===== config.mk =====
export PLATFORM = sky130hd
export DESIGN_NAME = z_rca_arbiter_flat
export DESIGN_NICKNAME = d
export VERILOG_FILES = /design/src/rtl/z_rca_arbiter_if.sv /design/src/rtl/z_rca_arbiter.sv /design/src/flat_wrapper.sv
export SDC_FILE = /design/constraint.sdc
export NUM_CORES = 1
export LEC_CHECK = 0
export ABC_AREA = 1
export ABC_CLOCK_PERIOD_IN_PS = 1950
export CAP_MARGIN = 20
export CORE_MARGIN = 4
export CORE_UTILIZATION = 46
export CTS_CLUSTER_SIZE = 28
export DETAILED_ROUTE_END_ITERATION = 8
export GPL_ROUTABILITY_DRIVEN = 0
export PLACE_DENSITY = 0.92
export SKIP_LAST_GASP = 1
export SLEW_MARGIN = 10
export SYNTH_ARGS = -nofsm -noshare
export SYNTH_HDL_FRONTEND = slang
export SYNTH_SLANG_ARGS = --single-unit

===== constraint.sdc =====
create_clock -name clk -period 1.95 [get_ports clk]
set_input_delay 0.585 -clock clk [delete_from_list [all_inputs] [get_ports clk]]
set_output_delay 0.585 -clock clk [all_outputs]
set_load 0.02 [all_outputs]

===== src/rtl/z_rca_arbiter_if.sv =====
// Bundle between the operand sources, the round-robin arbiter and the shared
// ripple-carry adder. The arbiter uses the slave view; the environment uses master.
interface z_rca_arbiter_if #(
  parameter int n = 4
);
  logic         req0, req1;
  logic [n-1:0] a0, b0, a1, b1;
  logic         cin0, cin1;
  logic [n-1:0] add_a, add_b;
  logic         add_cin;
  logic [n-1:0] add_sum;
  logic         add_cout;
  logic [n-1:0] sum_out;
  logic         cout_out;
  logic         done0, done1;
  logic         gnt;
  logic         busy;

  modport slave (
    input  req0, req1, a0, b0, a1, b1, cin0, cin1, add_sum, add_cout,
    output add_a, add_b, add_cin, sum_out, cout_out, done0, done1, gnt, busy
  );

  modport master (
    output req0, req1, a0, b0, a1, b1, cin0, cin1, add_sum, add_cout,
    input  add_a, add_b, add_cin, sum_out, cout_out, done0, done1, gnt, busy
  );
endinterface


===== src/rtl/z_rca_arbiter.sv =====
// Round-robin sharing controller for one ripple-carry adder: latches the winner's
// operands, waits SETTLE cycles for the ripple to settle, then captures the result.
//
// state | meaning
// IDLE  | waiting for a request; adder inputs and results held
// DRIVE | operands held on the adder while the settle counter runs down
// DONE  | one-cycle done pulse to the granted requester
module z_rca_arbiter #(
  parameter int n      = 4,
  parameter int SETTLE = 2
) (
  input logic             clk,
  input logic             rst,
  z_rca_arbiter_if.slave  bus
);
  typedef enum logic [1:0] {IDLE, DRIVE, DONE} state_t;

  localparam logic [7:0] LOAD = 8'(SETTLE - 1);

  state_t       state_q, state_d;
  logic [7:0]   cnt_q, cnt_d;
  logic         last_q, last_d;
  logic         gnt_q, gnt_d;
  logic [n-1:0] a_q, a_d, b_q, b_d;
  logic         cin_q, cin_d;
  logic [n-1:0] sum_q, sum_d;
  logic         cout_q, cout_d;
  logic         done0_q, done0_d, done1_q, done1_d;
  logic         win;

  always_ff @(posedge clk) begin
    if (rst) begin
      state_q <= IDLE;
      cnt_q   <= '0;
      last_q  <= 1'b1;
      gnt_q   <= 1'b0;
      a_q     <= '0;
      b_q     <= '0;
      cin_q   <= 1'b0;
      sum_q   <= '0;
      cout_q  <= 1'b0;
      done0_q <= 1'b0;
      done1_q <= 1'b0;
    end else begin
      state_q <= state_d;
      cnt_q   <= cnt_d;
      last_q  <= last_d;
      gnt_q   <= gnt_d;
      a_q     <= a_d;
      b_q     <= b_d;
      cin_q   <= cin_d;
      sum_q   <= sum_d;
      cout_q  <= cout_d;
      done0_q <= done0_d;
      done1_q <= done1_d;
    end
  end

  always_comb begin
    state_d = state_q;
    cnt_d   = cnt_q;
    last_d  = last_q;
    gnt_d   = gnt_q;
    a_d     = a_q;
    b_d     = b_q;
    cin_d   = cin_q;
    sum_d   = sum_q;
    cout_d  = cout_q;
    done0_d = 1'b0;
    done1_d = 1'b0;
    win     = gnt_q;
    case (state_q)
      IDLE: begin
        if (bus.req0 || bus.req1) begin
          // On a tie the requester not served last wins.
          win     = (bus.req0 && bus.req1) ? ~last_q : bus.req1;
          a_d     = win ? bus.a1   : bus.a0;
          b_d     = win ? bus.b1   : bus.b0;
          cin_d   = win ? bus.cin1 : bus.cin0;
          gnt_d   = win;
          last_d  = win;
          cnt_d   = LOAD;
          state_d = DRIVE;
        end
      end
      DRIVE: begin
        if (cnt_q != 8'd0) begin
          cnt_d = cnt_q - 8'd1;
        end else begin
          sum_d   = bus.add_sum;
          cout_d  = bus.add_cout;
          done0_d = ~gnt_q;
          done1_d = gnt_q;
          state_d = DONE;
        end
      end
      DONE:    state_d = IDLE;
      default: state_d = IDLE;
    endcase
  end

  assign bus.add_a    = a_q;
  assign bus.add_b    = b_q;
  assign bus.add_cin  = cin_q;
  assign bus.sum_out  = sum_q;
  assign bus.cout_out = cout_q;
  assign bus.done0    = done0_q;
  assign bus.done1    = done1_q;
  assign bus.gnt      = gnt_q;
  assign bus.busy     = (state_q != IDLE);
endmodule


===== src/flat_wrapper.sv =====
// flat-port wrapper written by rule: the top's interface ports become plain ports
module z_rca_arbiter_flat 
#(
  parameter int n      = 4,
  parameter int SETTLE = 2
)
  (clk, rst, bus_req0, bus_req1, bus_a0, bus_b0, bus_a1, bus_b1, bus_cin0, bus_cin1, bus_add_sum, bus_add_cout, bus_add_a, bus_add_b, bus_add_cin, bus_sum_out, bus_cout_out, bus_done0, bus_done1, bus_gnt, bus_busy);
  z_rca_arbiter_if #(.n(n)) bus_i ();
  input logic clk;
  input logic rst;
  input wire logic [$bits(bus_i.req0)-1:0] bus_req0;
  input wire logic [$bits(bus_i.req1)-1:0] bus_req1;
  input wire logic [$bits(bus_i.a0)-1:0] bus_a0;
  input wire logic [$bits(bus_i.b0)-1:0] bus_b0;
  input wire logic [$bits(bus_i.a1)-1:0] bus_a1;
  input wire logic [$bits(bus_i.b1)-1:0] bus_b1;
  input wire logic [$bits(bus_i.cin0)-1:0] bus_cin0;
  input wire logic [$bits(bus_i.cin1)-1:0] bus_cin1;
  input wire logic [$bits(bus_i.add_sum)-1:0] bus_add_sum;
  input wire logic [$bits(bus_i.add_cout)-1:0] bus_add_cout;
  output wire logic [$bits(bus_i.add_a)-1:0] bus_add_a;
  output wire logic [$bits(bus_i.add_b)-1:0] bus_add_b;
  output wire logic [$bits(bus_i.add_cin)-1:0] bus_add_cin;
  output wire logic [$bits(bus_i.sum_out)-1:0] bus_sum_out;
  output wire logic [$bits(bus_i.cout_out)-1:0] bus_cout_out;
  output wire logic [$bits(bus_i.done0)-1:0] bus_done0;
  output wire logic [$bits(bus_i.done1)-1:0] bus_done1;
  output wire logic [$bits(bus_i.gnt)-1:0] bus_gnt;
  output wire logic [$bits(bus_i.busy)-1:0] bus_busy;
  assign bus_i.req0 = bus_req0;
  assign bus_i.req1 = bus_req1;
  assign bus_i.a0 = bus_a0;
  assign bus_i.b0 = bus_b0;
  assign bus_i.a1 = bus_a1;
  assign bus_i.b1 = bus_b1;
  assign bus_i.cin0 = bus_cin0;
  assign bus_i.cin1 = bus_cin1;
  assign bus_i.add_sum = bus_add_sum;
  assign bus_i.add_cout = bus_add_cout;
  assign bus_add_a = bus_i.add_a;
  assign bus_add_b = bus_i.add_b;
  assign bus_add_cin = bus_i.add_cin;
  assign bus_sum_out = bus_i.sum_out;
  assign bus_cout_out = bus_i.cout_out;
  assign bus_done0 = bus_i.done0;
  assign bus_done1 = bus_i.done1;
  assign bus_gnt = bus_i.gnt;
  assign bus_busy = bus_i.busy;
  z_rca_arbiter #(.n(n), .SETTLE(SETTLE)) u_core (.clk(clk), .rst(rst), .bus(bus_i));
endmodule

==> impl_results.html, run 1 <==
<table>
<tr><th>Metric</th><th>Value</th></tr>
<tr><th colspan="2">CTS</th></tr>
<tr><td>Hold buffers post-CTS</td><td>0</td></tr>
<tr><td>Post-CTS setup repair buffer count</td><td>0</td></tr>
<tr><td>Number of levels in the clock H-tree</td><td>1</td></tr>
<tr><td>Sinks on the clock net</td><td>28</td></tr>
<tr><td>Maximum number of buffers from clock root to sink</td><td>2</td></tr>
<tr><td>TritonCTS clock tree</td><td>yes</td></tr>
<tr><td>Clock-pin slew reported for the worst setup and hold paths after clock tree synthesis</td><td>0.13 ns</td></tr>
<tr><td>Number of CTS-inserted buffers</td><td>3</td></tr>
<tr><td>Worst-Skew Late Latency</td><td>about 0.33 ns</td></tr>
<tr><td>Clock root buffer</td><td>sky130_fd_sc_hd__clkbuf_4</td></tr>
<tr><th colspan="2">Critical path</th></tr>
<tr><td>Crit path max fanout</td><td>2</td></tr>
<tr><td>Critical Path Slowest Stage Cell</td><td>sky130_fd_sc_hd__clkdlybuf4s50_1</td></tr>
<tr><td>WP data required</td><td>approximately 1.4 ns</td></tr>
<tr><td>Family of cells with the greatest summed delay on the critical path</td><td>buffers and inverters</td></tr>
<tr><td>Critical path arrival</td><td>1.30 ns</td></tr>
<tr><td>Element type at the critical path end</td><td>primary output</td></tr>
<tr><td>CP max stage delay</td><td>0.62 ns</td></tr>
<tr><td>CP bufs+invs</td><td>1</td></tr>
<tr><td>Worst Setup Start Kind</td><td>flip-flop</td></tr>
<tr><td>Critical path cell sequence</td><td>clkdlybuf4s50_1</td></tr>
<tr><td>Start-to-end type of the worst setup path</td><td>reg2out</td></tr>
<tr><th colspan="2">STA</th></tr>
<tr><td>Unrepaired setup endpoints after global routing</td><td>false</td></tr>
<tr><td>Final setup viols</td><td>0</td></tr>
<tr><td>Post-Route Hold Slack</td><td>between 0.4 and 0.5 ns</td></tr>
<tr><td>Max-slew violation count</td><td>0</td></tr>
<tr><td>Max Fclk</td><td>between 0.5 and 0.6 GHz</td></tr>
<tr><td>Headroom to the max-slew limit</td><td>between 70% and 80%</td></tr>
<tr><td>Ratio of final minimum period to clock period</td><td>a little over nine tenths</td></tr>
<tr><td>Min cycle time layout</td><td>about 1.9 ns</td></tr>
<tr><td>Transition time at the pin with the least slew margin</td><td>approximately 0.34 ns</td></tr>
<tr><td>Final hold violation count</td><td>0</td></tr>
<tr><td>Skew final</td><td>about 0.011 ns</td></tr>
<tr><td>Final total negative setup slack</td><td>0 ns</td></tr>
<tr><th colspan="2">GRT</th></tr>
<tr><td>Pin count of the biggest net entering global routing</td><td>16</td></tr>
<tr><td>Total overflow reported by the global router</td><td>0</td></tr>
<tr><td>Global Route Usage Sum</td><td>about 17%</td></tr>
<tr><td>Grt met3 use</td><td>about 6.6%</td></tr>
<tr><td>Most congested layer reported by global routing</td><td>met2</td></tr>
<tr><td>Met1 usage in global routing</td><td>between 10% and 20%</td></tr>
<tr><td>GRT met2 Usage</td><td>a little under a third</td></tr>
<tr><td>Number of antenna violations at the first check in global routing</td><td>0</td></tr>
<tr><td>First-pass GRT wire length</td><td>4.616 mm</td></tr>
<tr><td>Vias in the first global route</td><td>between 1000 and 1500</td></tr>
<tr><th colspan="2">Place</th></tr>
<tr><td>Post-DP HPWL</td><td>roughly 2.1 mm</td></tr>
<tr><td>Post-placement cell count</td><td>~240</td></tr>
<tr><td>Count of port buffers added during placement</td><td>44</td></tr>
<tr><th colspan="2">Flow run</th></tr>
<tr><td>Max capacitance violation total</td><td>0</td></tr>
<tr><th colspan="2">Logic synthesis</th></tr>
<tr><td>Average footprint of a synthesized cell</td><td>slightly above 7 um^2</td></tr>
<tr><td>Most area-hungry cell type in the Yosys netlist</td><td>sky130_fd_sc_hd__dfxtp_1</td></tr>
<tr><td>Cells taking the most area after synthesis</td><td>sky130_fd_sc_hd__dfxtp_1 47%, sky130_fd_sc_hd__nor2_1 14%, sky130_fd_sc_hd__nand2_1 9.8%</td></tr>
<tr><td>Portion of synthesized cell area occupied by the leading cell type</td><td>about 47%</td></tr>
<tr><td>Most used flip-flop cell after synthesis</td><td>sky130_fd_sc_hd__dfxtp_1</td></tr>
<tr><td>Share of flip-flops with an asynchronous set or reset after synthesis</td><td>0%</td></tr>
<tr><td>Syn. warnings</td><td>0</td></tr>
<tr><td>Count of state elements after synthesis</td><td>28</td></tr>
<tr><td>Portion of the post-synthesis area used by sequential elements</td><td>47.31%</td></tr>
<tr><td>Most frequent cell after synthesis</td><td>sky130_fd_sc_hd__nor2_1</td></tr>
<tr><td>Count of different cell masters after synthesis</td><td>21</td></tr>
<tr><td>Post-Syn Nets</td><td>between 150 and 200</td></tr>
<tr><td>Number of instances in the synthesized netlist</td><td>164</td></tr>
<tr><td>Summed instance area of the synthesized netlist</td><td>1185 um^2</td></tr>
<tr><td>Commonest cells in the netlist</td><td>44 x sky130_fd_sc_hd__nor2_1, 31 x sky130_fd_sc_hd__nand2_1, 28 x sky130_fd_sc_hd__dfxtp_1, 16 x sky130_fd_sc_hd__inv_1, 9 x sky130_fd_sc_hd__o31ai_1</td></tr>
<tr><td>Number of enable-type register cells in the synthesized netlist</td><td>0</td></tr>
<tr><th colspan="2">Pwr</th></tr>
<tr><td>Leakage power of the design</td><td>between 0.7 and 0.8 nW</td></tr>
<tr><td>P per Cell Area</td><td>1211 nW/um^2</td></tr>
<tr><td>Largest voltage drop on the vdd net</td><td>0.8012 mV</td></tr>
<tr><td>Overall power consumption</td><td>just over 2 mW</td></tr>
<tr><th colspan="2">Layout</th></tr>
<tr><td>Share of layout cells above drive strength 1</td><td>6.103%</td></tr>
<tr><td>Count of nets after finishing</td><td>between 200 and 250</td></tr>
<tr><td>P&amp;R area growth vs syn</td><td>44.03%</td></tr>
<tr><td>Post-Route Utilization</td><td>just under 70%</td></tr>
<tr><td>Non-Filler Instances</td><td>roughly 240</td></tr>
<tr><td>Count of filler cells inserted in the layout</td><td>between 150 and 200</td></tr>
<tr><td>Diodes inserted</td><td>0</td></tr>
<tr><th colspan="2">Die</th></tr>
<tr><td>Core footprint</td><td>~2500 um^2</td></tr>
<tr><td>Floorplan row count</td><td>18</td></tr>
<tr><td>Die H</td><td>slightly below 60 um</td></tr>
<tr><td>Floorplan die width</td><td>about 59 um</td></tr>
<tr><td>Die area</td><td>3452 um^2</td></tr>
<tr><td>Initial standard-cell utilization of the core</td><td>47.83%</td></tr>
<tr><td>Number of placed I/O pins</td><td>45</td></tr>
<tr><th colspan="2">Route</th></tr>
<tr><td>Post-DR vias/cell</td><td>approximately 4.8</td></tr>
<tr><td>Via Count</td><td>1176</td></tr>
<tr><td>Number of iterations in the first detailed-routing pass</td><td>4</td></tr>
<tr><td>Post-detailed-routing wire length</td><td>about 2.8 mm</td></tr>
<tr><td>Post-DR wirelength/cell</td><td>11.51 um</td></tr>
<tr><td>Residual DRC count</td><td>0</td></tr>
<tr><td>Number of nets with antenna violations after detailed routing</td><td>0</td></tr>
<tr><td>Violation count after the first detailed-routing iteration</td><td>26</td></tr>
<tr><th colspan="2">Worst hold path</th></tr>
<tr><td>Worst hold path type</td><td>reg2reg</td></tr>
<tr><th colspan="2">Outcome</th></tr>
<tr><td>Run status</td><td>finished clean</td></tr>
</table>
## placed cells by master, fill, tap and decap left out
cell type,n
sky130_fd_sc_hd__nor2_1,44
sky130_fd_sc_hd__clkdlybuf4s50_1,42
sky130_fd_sc_hd__nand2_1,31
sky130_fd_sc_hd__dfxtp_1,28
sky130_fd_sc_hd__inv_1,16
sky130_fd_sc_hd__o31ai_1,9
sky130_fd_sc_hd__a21oi_1,7
sky130_fd_sc_hd__nand3_1,6
sky130_fd_sc_hd__o21ai_0,6
sky130_fd_sc_hd__buf_4,4
sky130_fd_sc_hd__nor3_1,3
sky130_fd_sc_hd__clkbuf_4,3
sky130_fd_sc_hd__nor2_2,2
sky130_fd_sc_hd__xor2_1,2
sky130_fd_sc_hd__dlygate4sd2_1,2
sky130_fd_sc_hd__nor2_4,1
sky130_fd_sc_hd__o21ai_2,1
sky130_fd_sc_hd__nand2_2,1
sky130_fd_sc_hd__nand4_1,1
sky130_fd_sc_hd__clkinv_1,1
sky130_fd_sc_hd__and3_1,1
sky130_fd_sc_hd__ha_1,1
sky130_fd_sc_hd__clkbuf_8,1
## worst register-to-register path: stages, from the launching register on
cell	delay (ns)
sky130_fd_sc_hd__dfxtp_1	0.33
sky130_fd_sc_hd__inv_1	0.12
sky130_fd_sc_hd__ha_1	0.24
sky130_fd_sc_hd__nand4_1	0.12
sky130_fd_sc_hd__nor2_2	0.25
sky130_fd_sc_hd__inv_1	0.20
sky130_fd_sc_hd__nor2_1	0.14
sky130_fd_sc_hd__nor2_1	0.06
## final cells by class
class | count | area [um^2] | area share [%]
Sequential cell | 28 | 560.5 | 32.84
Multi-Input combinational cell | 116 | 540.5 | 31.67
Clock buffer | 4 | 36.28 | 2.126
Tap cell | 30 | 37.54 | 2.199
Timing Repair Buffer | 48 | 467.9 | 27.42
Inverter | 17 | 63.81 | 3.739
## sequential cells by signal, summed over array words and instances, names as in the netlist
signal and count:
u_core.bus.sum_out 4, u_core.bus.add_a 4, u_core.cnt_q 8, u_core.bus.gnt 1, u_core.bus.done1 1, u_core.bus.add_cin 1
u_core.bus.done0 1, u_core.bus.cout_out 1, u_core.bus.add_b 4, u_core.last_q 1, u_core.state_q 2
## repair_timing
action | 4_1_cts | 5_1_grt
setup endpoints to repair | 2 | 0
hold endpoints to repair | 0 | 0
gates resized for setup | 2 | 0
## metrics by stage
step	worst slack (ns)	area, um^2
detailed placement	0.03157	1673
global route	0.005177	1707
finish	0.06136	1707
floorplan	0.5752	1185
global placement	0.08969	1673
CTS	0.04786	1707
## logic make-up after synthesis
family,synth area share [%]
XOR/XNOR,1.479
AND/OR/NAND/NOR,31.15
flip-flops,47.31
buffers and inverters,7.074
adder cells (fa/ha/maj),1.056
AO/OA/AOI/OAI,11.93
## layer usage
layer / share of wire (%) / routed length [um] / up-vias
met5: 0 / 0 / -
met4: 1.6 / 44 / 0
met3: 7.0 / 196 / 5
met2: 50 / 1392 / 25
met1: 42 / 1164 / 527
li1: - / - / 619
## where the power goes
| part | internal (mW) | leakage [nW] | total, mW | switching, mW |
|---|---|---|---|---|
| clock network | 0.114 | 0.0210 | 0.281 | 0.166 |
| registers | 0.719 | 0.230 | 0.805 | 0.0868 |
| logic | 0.408 | 0.483 | 0.981 | 0.573 |
## final timing paths
check / to / from / depth (start not counted) / slack (ns)
max: bus_add_a[0] / u_core.bus.add_a[0] / 1 / 0.06
max reg2reg: u_core.bus.sum_out[2] / u_core.cnt_q[0] / 7 / 0.39
min: u_core.bus.add_a[3] / u_core.bus.add_a[3] / 2 / 0.47
min reg2reg: u_core.bus.add_a[3] / u_core.bus.add_a[3] / 2 / 0.47
Note: power is estimated with default switching activity, not from simulation.
==> inputs of run 2 (changes only) <==
--- a/config.mk
+++ b/config.mk
@@ -13,6 +13,7 @@
 export CTS_CLUSTER_SIZE = 28
 export DETAILED_ROUTE_END_ITERATION = 8
 export GPL_ROUTABILITY_DRIVEN = 0
+export GPL_TIMING_DRIVEN = 0
 export PLACE_DENSITY = 0.92
 export SKIP_LAST_GASP = 1
 export SLEW_MARGIN = 10
==> run 2 against run 1 <==
Maximum frequency barely moved. Die area did not move. Core utilization rose by 0.56 points. First-iteration DRC count rose by 27%. Clock skew fell by 0.0048 ns. Sequential share of layout area fell by 0.26 points. Critical path type unchanged.
==> impl_results.html, run 2 (same netlist as run 1, synthesis figures left out) <==
<table>
<tr><th>Metric</th><th>Value</th></tr>
<tr><th colspan="2">Outcome</th></tr>
<tr><td>Run status</td><td>finished clean</td></tr>
<tr><th colspan="2">GRT</th></tr>
<tr><td>First-pass GRT wire length</td><td>4.609 mm (-0.15%)</td></tr>
<tr><td>Global Route Usage Sum</td><td>17.39% (-0.053 points)</td></tr>
<tr><td>Vias in the first global route</td><td>1125 (+1.5%)</td></tr>
<tr><td>Number of antenna violations at the first check in global routing</td><td>0 (unchanged)</td></tr>
<tr><td>Pin count of the biggest net entering global routing</td><td>17 (+1)</td></tr>
<tr><td>Total overflow reported by the global router</td><td>0 (unchanged)</td></tr>
<tr><th colspan="2">Layout</th></tr>
<tr><td>P&amp;R area growth vs syn</td><td>45.20%</td></tr>
<tr><td>Diodes inserted</td><td>0 (unchanged)</td></tr>
<tr><td>Register area</td><td>560.5 um^2 (unchanged)</td></tr>
<tr><td>Count of filler cells inserted in the layout</td><td>195 (-2.0%)</td></tr>
<tr><td>Commonest cells after routing, fill and taps aside</td><td>44 x sky130_fd_sc_hd__nor2_1, 37 x sky130_fd_sc_hd__clkdlybuf4s50_1, 31 x sky130_fd_sc_hd__nand2_1, 28 x sky130_fd_sc_hd__dfxtp_1, 16 x sky130_fd_sc_hd__inv_1</td></tr>
<tr><td>Register ranked first by flip-flop count</td><td>u_core.cnt_q</td></tr>
<tr><td>Share of layout cells above drive strength 1</td><td>5.687% (-0.42 points)</td></tr>
<tr><td>Area used by multi-input combinational logic</td><td>540.5 um^2 (unchanged)</td></tr>
<tr><td>Max reg flops</td><td>8 (unchanged)</td></tr>
<tr><td>Most frequent standard cell in the layout excluding fill and tap cells</td><td>sky130_fd_sc_hd__nor2_1</td></tr>
<tr><td>Count of nets after finishing</td><td>240 (-0.83%)</td></tr>
<tr><th colspan="2">CTS</th></tr>
<tr><td>Sinks on the clock net</td><td>28 (unchanged)</td></tr>
<tr><td>Clock-pin slew reported for the worst setup and hold paths after clock tree synthesis</td><td>0.15 ns (+0.02 ns)</td></tr>
<tr><td>Clock root buffer</td><td>sky130_fd_sc_hd__clkbuf_4</td></tr>
<tr><td>Worst-Skew Late Latency</td><td>0.33 ns (about the same)</td></tr>
<tr><td>Post-CTS setup repair buffer count</td><td>0 (unchanged)</td></tr>
<tr><td>Maximum number of buffers from clock root to sink</td><td>2 (unchanged)</td></tr>
<tr><td>Number of levels in the clock H-tree</td><td>1 (unchanged)</td></tr>
<tr><td>Hold buffers post-CTS</td><td>0 (unchanged)</td></tr>
<tr><td>TritonCTS clock tree</td><td>yes</td></tr>
<tr><td>Number of CTS-inserted buffers</td><td>3 (unchanged)</td></tr>
<tr><th colspan="2">STA</th></tr>
<tr><td>Final hold violation count</td><td>0 (unchanged)</td></tr>
<tr><td>Unrepaired setup endpoints after global routing</td><td>false</td></tr>
<tr><td>Final setup viols</td><td>0 (unchanged)</td></tr>
<tr><td>Skew final</td><td>0.005963 ns (-0.004823 ns)</td></tr>
<tr><td>Final total negative setup slack</td><td>0 ns (unchanged)</td></tr>
<tr><td>Transition time at the pin with the least slew margin</td><td>0.4112 ns (+0.07314 ns)</td></tr>
<tr><td>Min cycle time layout</td><td>1.890 ns (+0.001607 ns)</td></tr>
<tr><td>Max-slew violation count</td><td>0 (unchanged)</td></tr>
<tr><td>Final WS setup</td><td>0.05975 ns (-0.001607 ns)</td></tr>
<tr><td>Max Fclk</td><td>0.5290 GHz (about the same)</td></tr>
<tr><td>Headroom to the max-slew limit</td><td>72.52% (-4.9 points)</td></tr>
<tr><td>Ratio of final minimum period to clock period</td><td>96.94% (about the same)</td></tr>
<tr><th colspan="2">Die</th></tr>
<tr><td>Die H</td><td>58.75 um (unchanged)</td></tr>
<tr><td>Floorplan row count</td><td>18 (unchanged)</td></tr>
<tr><td>Initial standard-cell utilization of the core</td><td>47.83% (unchanged)</td></tr>
<tr><td>Floorplan die width</td><td>58.75 um (unchanged)</td></tr>
<tr><td>Number of placed I/O pins</td><td>45 (unchanged)</td></tr>
<tr><td>Core footprint</td><td>2477 um^2 (unchanged)</td></tr>
<tr><td>Die area</td><td>3452 um^2 (unchanged)</td></tr>
<tr><th colspan="2">Route</th></tr>
<tr><td>Via Count</td><td>1164 (-1.0%)</td></tr>
<tr><td>Residual DRC count</td><td>0 (unchanged)</td></tr>
<tr><td>Violation count after the first detailed-routing iteration</td><td>33 (+27%)</td></tr>
<tr><td>Number of nets with antenna violations after detailed routing</td><td>0 (unchanged)</td></tr>
<tr><td>Post-DR wirelength/cell</td><td>11.33 um (-1.6%)</td></tr>
<tr><td>Post-detailed-routing wire length</td><td>2.731 mm (-2.4%)</td></tr>
<tr><td>Post-DR vias/cell</td><td>4.830 (-0.20%)</td></tr>
<tr><td>Number of iterations in the first detailed-routing pass</td><td>4 (unchanged)</td></tr>
<tr><th colspan="2">Critical path</th></tr>
<tr><td>R2r setup slk</td><td>0.44 ns (+0.05 ns)</td></tr>
<tr><td>Critical path cell sequence</td><td>clkdlybuf4s50_1</td></tr>
<tr><td>Family of cells with the greatest summed delay on the critical path</td><td>buffers and inverters</td></tr>
<tr><td>Worst flop-to-flop path startpoint</td><td>u_core.cnt_q[0]</td></tr>
<tr><td>Critical Path Slowest Stage Cell</td><td>sky130_fd_sc_hd__clkdlybuf4s50_1</td></tr>
<tr><td>Critical path arrival</td><td>1.31 ns (about the same)</td></tr>
<tr><td>CP bufs+invs</td><td>1 (unchanged)</td></tr>
<tr><td>Start-to-end type of the worst setup path</td><td>reg2out</td></tr>
<tr><td>RR Endpoint</td><td>u_core.bus.sum_out[1]</td></tr>
<tr><td>Destination of the critical timing path</td><td>bus_cout_out</td></tr>
<tr><td>CP max stage delay</td><td>0.61 ns (about the same)</td></tr>
<tr><td>WP data required</td><td>1.36 ns (about the same)</td></tr>
<tr><td>Timing startpoint of the critical path</td><td>u_core.bus.cout_out</td></tr>
<tr><td>Cells on worst reg2reg path</td><td>7 (unchanged)</td></tr>
<tr><td>Crit path max fanout</td><td>2 (unchanged)</td></tr>
<tr><td>CP Depth</td><td>1 (unchanged)</td></tr>
<tr><td>Worst Setup Start Kind</td><td>flip-flop</td></tr>
<tr><td>Element type at the critical path end</td><td>primary output</td></tr>
<tr><th colspan="2">Pwr</th></tr>
<tr><td>Sw Share</td><td>38.56% (-1.4 points)</td></tr>
<tr><td>Clock power frac</td><td>17.2% (+3.6 points)</td></tr>
<tr><td>Overall power consumption</td><td>2.186 mW (+5.7%)</td></tr>
<tr><td>Net load switching power</td><td>0.8429 mW (+2.0%)</td></tr>
<tr><td>Pint</td><td>1.343 mW (+8.2%)</td></tr>
<tr><td>Largest voltage drop on the vdd net</td><td>0.8403 mV (+4.9%)</td></tr>
<tr><td>Seq pwr share</td><td>36.9% (-2.1 points)</td></tr>
<tr><td>Combinational fraction of design power</td><td>45.9% (-1.5 points)</td></tr>
<tr><td>Leakage power of the design</td><td>0.8011 nW (+9.1%)</td></tr>
<tr><td>P per Cell Area</td><td>1270 nW/um^2 (+4.9%)</td></tr>
<tr><th colspan="2">Worst hold path</th></tr>
<tr><td>Worst hold path type</td><td>reg2reg</td></tr>
<tr><th colspan="2">Flow run</th></tr>
<tr><td>Max capacitance violation total</td><td>0 (unchanged)</td></tr>
<tr><th colspan="2">Place</th></tr>
<tr><td>Count of port buffers added during placement</td><td>43 (-2.3%)</td></tr>
<tr><td>Pre-CTS setup slack</td><td>-0.2179 ns (-0.2495 ns)</td></tr>
<tr><td>Post-DP HPWL</td><td>2.127 mm (about the same)</td></tr>
</table>
==> run 2: per-stage QoR <==
step	area (um^2)	hold slack (ns)	cells	util, %
2_1_floorplan	1185	0.4287	164	-
3_3_place_gp	1653	0.4384	237	66.72
3_5_place_dp	1653	0.4431	237	66.72
4_1_cts	1704	0.4762	241	68.79
5_1_grt	1720	0.4986	241	69.44
6_report	1720	0.4722	241	69.44
==> run 2: power groups by stage <==
stage	logic, mW	registers [mW]	clock network (mW)
detailed placement	1.01	0.819	0
finish	1.00	0.806	0.376
CTS	1.01	0.807	0.382
global route	1.12	0.825	0.405
global placement	0.982	0.811	0
floorplan	0.558	0.910	0
==> run 2: repair_timing <==
item	CTS	global route
hold endpoints to repair	0	0
endpoints found under the setup margin	1	7
gates resized for setup	1	6
pin swaps	0	0
==> run 2: routing by layer <==
metal | wire length [um] | global-route usage [%]
met1 | 1120 | 19.05
met2 | 1377 | 29.18
met3 | 184 | 7.018
met4 | 48 | 8.091
met5 | 0 | 0
==> run 2: worst min path at each step <==
stage / start / cells past startpoint / slack [ns] / endpoint
after floorplan: u_core.last_q / 2 / 0.43 / u_core.last_q
after global placement: u_core.bus.add_a[1] / 2 / 0.44 / u_core.bus.add_a[1]
after detailed placement: u_core.bus.add_b[2] / 2 / 0.44 / u_core.bus.add_b[2]
after CTS: u_core.bus.add_cin / 2 / 0.48 / u_core.bus.add_cin
after global routing: rst / 2 / 0.50 / u_core.bus.gnt
final: u_core.bus.add_a[1] / 2 / 0.47 / u_core.bus.add_a[1]
==> run 2: final cells by class <==
cell class / instances / share of cell area, %
Clock buffer: 3 / 1.309
Buffer: 3 / 1.164
Multi-Input combinational cell: 116 / 31.42
Sequential cell: 28 / 32.58
Clock inverter: 1 / 1.745
Timing Repair Buffer: 43 / 25.67
Inverter: 17 / 3.927
Tap cell: 30 / 2.182
